File: config.mk
export PLATFORM = sky130hd
export DESIGN_NAME = modbus_reg_engine
export DESIGN_NICKNAME = d
export VERILOG_FILES = /design/src/rtl/modbus_reg_engine.sv
export SDC_FILE = /design/constraint.sdc
export NUM_CORES = 1
export LEC_CHECK = 0
export BUFFER_PORTS_ARGS = -buffer_cell sky130_fd_sc_hd__buf_2
export CORE_MARGIN = 1.5
export CORE_UTILIZATION = 30
export CTS_CLUSTER_SIZE = 24
export DETAILED_ROUTE_END_ITERATION = 12
export HOLD_SLACK_MARGIN = 0.02
export PLACE_DENSITY_LB_ADDON = 0.2
export SYNTH_ARGS = -nofsm -noshare
export SYNTH_HDL_FRONTEND = slang
export SYNTH_SLANG_ARGS = --single-unit
File: constraint.sdc
create_clock -name clock -period 5.25 [get_ports clock]
set_clock_uncertainty 0.05 [all_clocks]
set_input_delay 0 -clock clock [delete_from_list [all_inputs] [get_ports clock]]
set_output_delay 0 -clock clock [all_outputs]
set_load 0.01 [all_outputs]
File: src/rtl/modbus_reg_engine.sv
// Modbus register engine: runs one decoded 0x03/0x06 request against RAM
// port B and streams the response payload bytes to the frame builder.
module modbus_reg_engine #(
  parameter int A_WIDTH = 4,
  parameter int MAX_QTY = 125
) (
  input  logic               clock,
  input  logic               reset,
  input  logic               req_valid,
  output logic               req_ready,
  input  logic [7:0]         req_func,
  input  logic [15:0]        req_addr,
  input  logic [15:0]        req_qty,
  input  logic [15:0]        req_wdata,
  output logic               ram_en,
  output logic               ram_we,
  output logic [A_WIDTH-1:0] ram_addr,
  output logic [15:0]        ram_di,
  input  logic [15:0]        ram_do,
  output logic [7:0]         tx_data,
  output logic               tx_valid,
  input  logic               tx_ready,
  output logic               tx_last,
  output logic               tx_exc,
  output logic               done
);

  typedef enum logic [3:0] {
    IDLE, CHECK, WR, ECHO, CNT, RD, RDW, HI, LO, EXC, FIN
  } state_t;

  localparam logic [16:0] LIMIT = 17'(2 ** A_WIDTH);

  state_t state, state_nx;

  logic [7:0]         func;
  logic [15:0]        addr;
  logic [15:0]        qty;
  logic [15:0]        wdata;
  logic [15:0]        hold;
  logic [15:0]        rem;
  logic [7:0]         code;
  logic [A_WIDTH-1:0] cur;
  logic [1:0]         idx;

  logic        is_rd;
  logic        is_wr;
  logic        bad_qty;
  logic [15:0] span;
  logic [16:0] sum;
  logic [7:0]  exc_code;
  logic        xfer;

  assign is_rd   = func == 8'h03;
  assign is_wr   = func == 8'h06;
  assign bad_qty = qty == 16'd0 || qty > 16'(MAX_QTY);
  assign span    = is_rd ? qty : 16'd1;
  assign sum     = {1'b0, addr} + {1'b0, span};
  assign xfer    = tx_valid & tx_ready;

  // Exception priority: illegal function, then bad count, then range.
  always_comb begin
    exc_code = 8'h00;
    if (!is_rd && !is_wr)
      exc_code = 8'h01;
    else if (is_rd && bad_qty)
      exc_code = 8'h03;
    else if (sum > LIMIT)
      exc_code = 8'h02;
  end

  always_ff @(posedge clock) begin
    if (reset)
      state <= IDLE;
    else
      state <= state_nx;
  end

  always_comb begin
    state_nx  = state;
    req_ready = 1'b0;
    ram_en    = 1'b0;
    ram_we    = 1'b0;
    ram_addr  = '0;
    ram_di    = '0;
    tx_data   = 8'h00;
    tx_valid  = 1'b0;
    tx_last   = 1'b0;
    tx_exc    = 1'b0;
    done      = 1'b0;
    unique case (state)
      IDLE: begin
        req_ready = 1'b1;
        if (req_valid)
          state_nx = CHECK;
      end
      CHECK: begin
        if (exc_code != 8'h00)
          state_nx = EXC;
        else if (is_wr)
          state_nx = WR;
        else
          state_nx = CNT;
      end
      WR: begin
        ram_en   = 1'b1;
        ram_we   = 1'b1;
        ram_addr = addr[A_WIDTH-1:0];
        ram_di   = wdata;
        state_nx = ECHO;
      end
      ECHO: begin
        tx_valid = 1'b1;
        tx_last  = idx == 2'd3;
        unique case (idx)
          2'd0: tx_data = addr[15:8];
          2'd1: tx_data = addr[7:0];
          2'd2: tx_data = wdata[15:8];
          2'd3: tx_data = wdata[7:0];
          default: tx_data = 8'h00;
        endcase
        if (xfer && idx == 2'd3)
          state_nx = FIN;
      end
      CNT: begin
        tx_valid = 1'b1;
        tx_data  = {qty[6:0], 1'b0};
        if (xfer)
          state_nx = RD;
      end
      RD: begin
        ram_en   = 1'b1;
        ram_addr = cur;
        state_nx = RDW;
      end
      RDW: state_nx = HI;
      HI: begin
        tx_valid = 1'b1;
        tx_data  = hold[15:8];
        if (xfer)
          state_nx = LO;
      end
      LO: begin
        tx_valid = 1'b1;
        tx_data  = hold[7:0];
        tx_last  = rem == 16'd1;
        if (xfer)
          state_nx = (rem == 16'd1) ? FIN : RD;
      end
      EXC: begin
        tx_valid = 1'b1;
        tx_data  = code;
        tx_exc   = 1'b1;
        tx_last  = 1'b1;
        if (xfer)
          state_nx = FIN;
      end
      FIN: begin
        done     = 1'b1;
        state_nx = IDLE;
      end
      default: state_nx = IDLE;
    endcase
  end

  always_ff @(posedge clock) begin
    if (reset) begin
      func  <= 8'h00;
      addr  <= 16'h0000;
      qty   <= 16'h0000;
      wdata <= 16'h0000;
      hold  <= 16'h0000;
      rem   <= 16'h0000;
      code  <= 8'h00;
      cur   <= '0;
      idx   <= 2'd0;
    end else begin
      if (state == IDLE && req_valid) begin
        func  <= req_func;
        addr  <= req_addr;
        qty   <= req_qty;
        wdata <= req_wdata;
      end
      if (state == CHECK) begin
        code <= exc_code;
        cur  <= addr[A_WIDTH-1:0];
        rem  <= qty;
        idx  <= 2'd0;
      end
      if (state == RDW)
        hold <= ram_do;
      if (state == ECHO && xfer)
        idx <= idx + 2'd1;
      if (state == LO && xfer) begin
        cur <= cur + A_WIDTH'(1);
        rem <= rem - 16'd1;
      end
    end
  end

endmodule

==> results_dict.tcl <==
set metrics [dict create \
    worst_slack_ns 0.877 \
    dieWidth_um 142 \
    max_stage_delay_ns 0.60 \
    cp-end-kind "flop" \
    status "completed" \
    area_delta_synth_final_pct 29.9 \
    io_buffers 110 \
    leakage_nw 2.99 \
    overflow 0 \
    synth-compound-area-share_pct 26.2 \
    die_h_um 142 \
    drtIter0Drc 439 \
    critPathLaunchType "flop" \
    core_area_sq_um 18800 \
    hpwl_mm 14.2 \
    syn_avg_cell_area_sq_um 7.33 \
    syn_inst 789 \
    rsz0062_at_grt "false" \
    synthMuxAreaShare_pct 0.930 \
    track_usage_pct 20.0 \
    drc_errors 0 \
    synthAdderAreaFrac_pct 5.32 \
    crit_path_end "state[0]" \
    switching_share_pct 42.7 \
    async_flop_share_pct 0 \
    worstReg2RegEnd "state[0]" \
    nNetsFinal 1031 \
    irDropWorstVdd_mv 0.247 \
    wl_per_cell_um 16.8 \
    seqPwrFrac_pct 39.1 \
    synth_edf_count 0 \
    cts.clk_slew.worst_paths_ns 0.08 \
    synth_xor_area_share_pct 0.908 \
    max_cap_violations 0 \
    rr_worst_depth 12 \
    synth_area_leaders "dfxtp_1, a21oi_1, nand2_1" \
    clkLatencyLatePin_ns 0.36 \
    ys.warnings.count 0 \
    power_mw 2.96 \
    yosys.area_share.simple_pct 27.9 \
    start_util_pct 30.7 \
    antenna_cells 0 \
    path_cells "nor4b_1 > and4b_1 > nand2b_1 > ha_1 > fa_1 > a211o_1 > a2111o_1 > a221o_1 > a21oi_1 > o221ai_1 > nor4_1 > o22ai_1" \
    grt_pass1_wl_mm 31.3 \
    worstMarginPinSlew_ns 1.09 \
    synth_top_area_share_pct 34.6 \
    min_path_type "input pin to flop" \
    cts_tree "yes" \
    finalHoldViolCount 0 \
    crit_fanout 19 \
    synth_cell_types 64 \
    firstDrtPassIters 8 \
    numCtsBuffers 9 \
    ys.flop_type "dfxtp_1" \
    wirelength_mm 20.1 \
    htreeDepth 3 \
    dp_slack_ns 1.00 \
    setup_violations 0 \
    fillers 2001 \
    worstPathRequired_ns 5.41 \
    max_freq_mhz 229 \
    post_cts_buffers 0 \
    dieArea_sq_um 20100 \
    grt_pass1_vias 5747 \
    cts.sinks 100 \
    crit_arrival_ns 4.53 \
    p_int_mw 1.69 \
    relSlewSlack_pct 27.0 \
    pwr-share-comb_pct 38.3 \
    yosys.area.top_type "dfxtp_1" \
    grt_max_degree 102 \
    root_buffer "clkbuf_16" \
    synth_top_family_by_area "simple AND/OR/NAND/NOR gates" \
    syn-num-nets 889 \
    rows 50 \
    r2r_slack_ns 0.88 \
    clock_power_share_pct 22.5 \
    worstReg2RegStart "func[7]" \
    timing.setup.tns_ns 0 \
    hold_slack_ns 0.215 \
    drv_slew 0 \
    switchingPower_mw 1.26 \
    final_cell_mix "nand2_1, a21oi_1, buf_2, dfxtp_1, dlygate4sd3_1" \
    period_needed_ns 4.37 \
    vias 6264 \
    ys_seq_elements 100 \
    antenna_found_initial 0 \
    io_pins 111 \
    place.gp.congestion 0.879 \
    slowest_stage "and4b_1" \
    drive_gt1_share_pct 15.6 \
    via_per_inst 5.24 \
    final_common_cell "nand2_1" \
    clk_path_buf_depth 2 \
    final_antenna_net_count 0 \
    period_share_pct 83.3 \
    critPathKind "flop to flop" \
    yosysSeqAreaShare_pct 34.6 \
    cellPowerDensity_nw_per_um2 393 \
    startpoint "func[7]" \
    synthesis.area_sq_um 5790 \
    cts_resized 0 \
]
## cell families after synthesis
family,count (synthesis)
adder cells (fa/ha/maj),24
AND/OR/NAND/NOR,346
XOR/XNOR,6
multiplexers,5
buffers and inverters,64
AO/OA/AOI/OAI,244
flip-flops,100
## state kept, by name, summed over array words and instances, names as in the netlist
| name | count |
|---|---|
| rem | 16 |
| addr | 16 |
| state | 4 |
| hold | 16 |
| code | 2 |
| cur | 4 |
| func | 8 |
| qty | 16 |
| wdata | 16 |
| idx | 2 |
## worst max-delay path: cells and delay by family (launching register included)
family	cells	cell delay, ns
adders and majority gates	2	0.68
AOI/OAI and AO/OA	6	1.55
and+or+nand+nor	4	1.61
DFF	1	0.33
## layer usage
layer	vias to the layer above	track usage [%]	share of wire [%]
li1	3125	-	-
met1	2898	27.8	48
met2	211	31.5	45
met3	30	3.51	5.4
met4	0	6.57	2.2
met5	-	0	0
## how the worst min path moves through the flow
stage,cells after the start,endpoint,from,slack [ns]
6_report,2,cur[0],reset,0.21
5_1_grt,2,cur[0],reset,0.26
4_1_cts,5,state[0],req_valid,0.23
3_5_place_dp,3,wdata[15],req_wdata[15],0.19
3_3_place_gp,3,hold[14],ram_do[14],0.20
2_1_floorplan,2,func[1],req_func[1],0.09
## cell type report
class                   instances  area, sq um  share of cell area [%]
flip-flops and latches        100         2000                    26.6
well taps                     260          325                    4.33
repair buffers                186         1310                    17.4
clock inverters                 7         67.6                   0.899
inverters                       9         33.8                   0.449
clock buffers                   9          225                    3.00
multi-input cells             625         3560                    47.3
## per-stage QoR
step / cell area [sq um] / std cells / utilization (%)
detailed placement: 6500 / 1107 / 34.5
global route: 7520 / 1196 / 39.9
floorplan: 5790 / 789 / -
global placement: 6500 / 1107 / 34.5
CTS: 7520 / 1196 / 39.9
finish: 7520 / 1196 / 39.9
## cells in the mapped netlist (all sizes together), types with 6 or more instances
cell	number
nand2	164
a21oi	130
dfxtp	100
nor2	59
clkbuf	49
and2	33
o21ai	24
ha	23
nor3	23
a222oi	15
nand3	13
a22oi	9
inv	9
nand2b	9
nor4	9
o211ai	9
a21o	8
a221oi	8
and3	8
a211oi	7
o22ai	7
buf	6
## repair_timing
| action | 4_1_cts | 5_1_grt |
|---|---|---|
| hold buffers | 73 | 0 |
| hold endpoints to repair | 74 | 0 |
| endpoints found under the setup margin | 0 | 0 |
## power groups by stage
| stage | sequential [mW] | combinational, mW | clock (mW) |
|---|---|---|---|
| after global routing | 1.18 | 1.27 | 0.723 |
| final | 1.16 | 1.13 | 0.666 |
| after floorplan | 1.03 | 0.862 | 0 |
| after detailed placement | 1.17 | 1.09 | 0 |
| after global placement | 1.17 | 1.09 | 0 |
| after CTS | 1.16 | 1.14 | 0.687 |
Power figures use the tool's default switching activity.
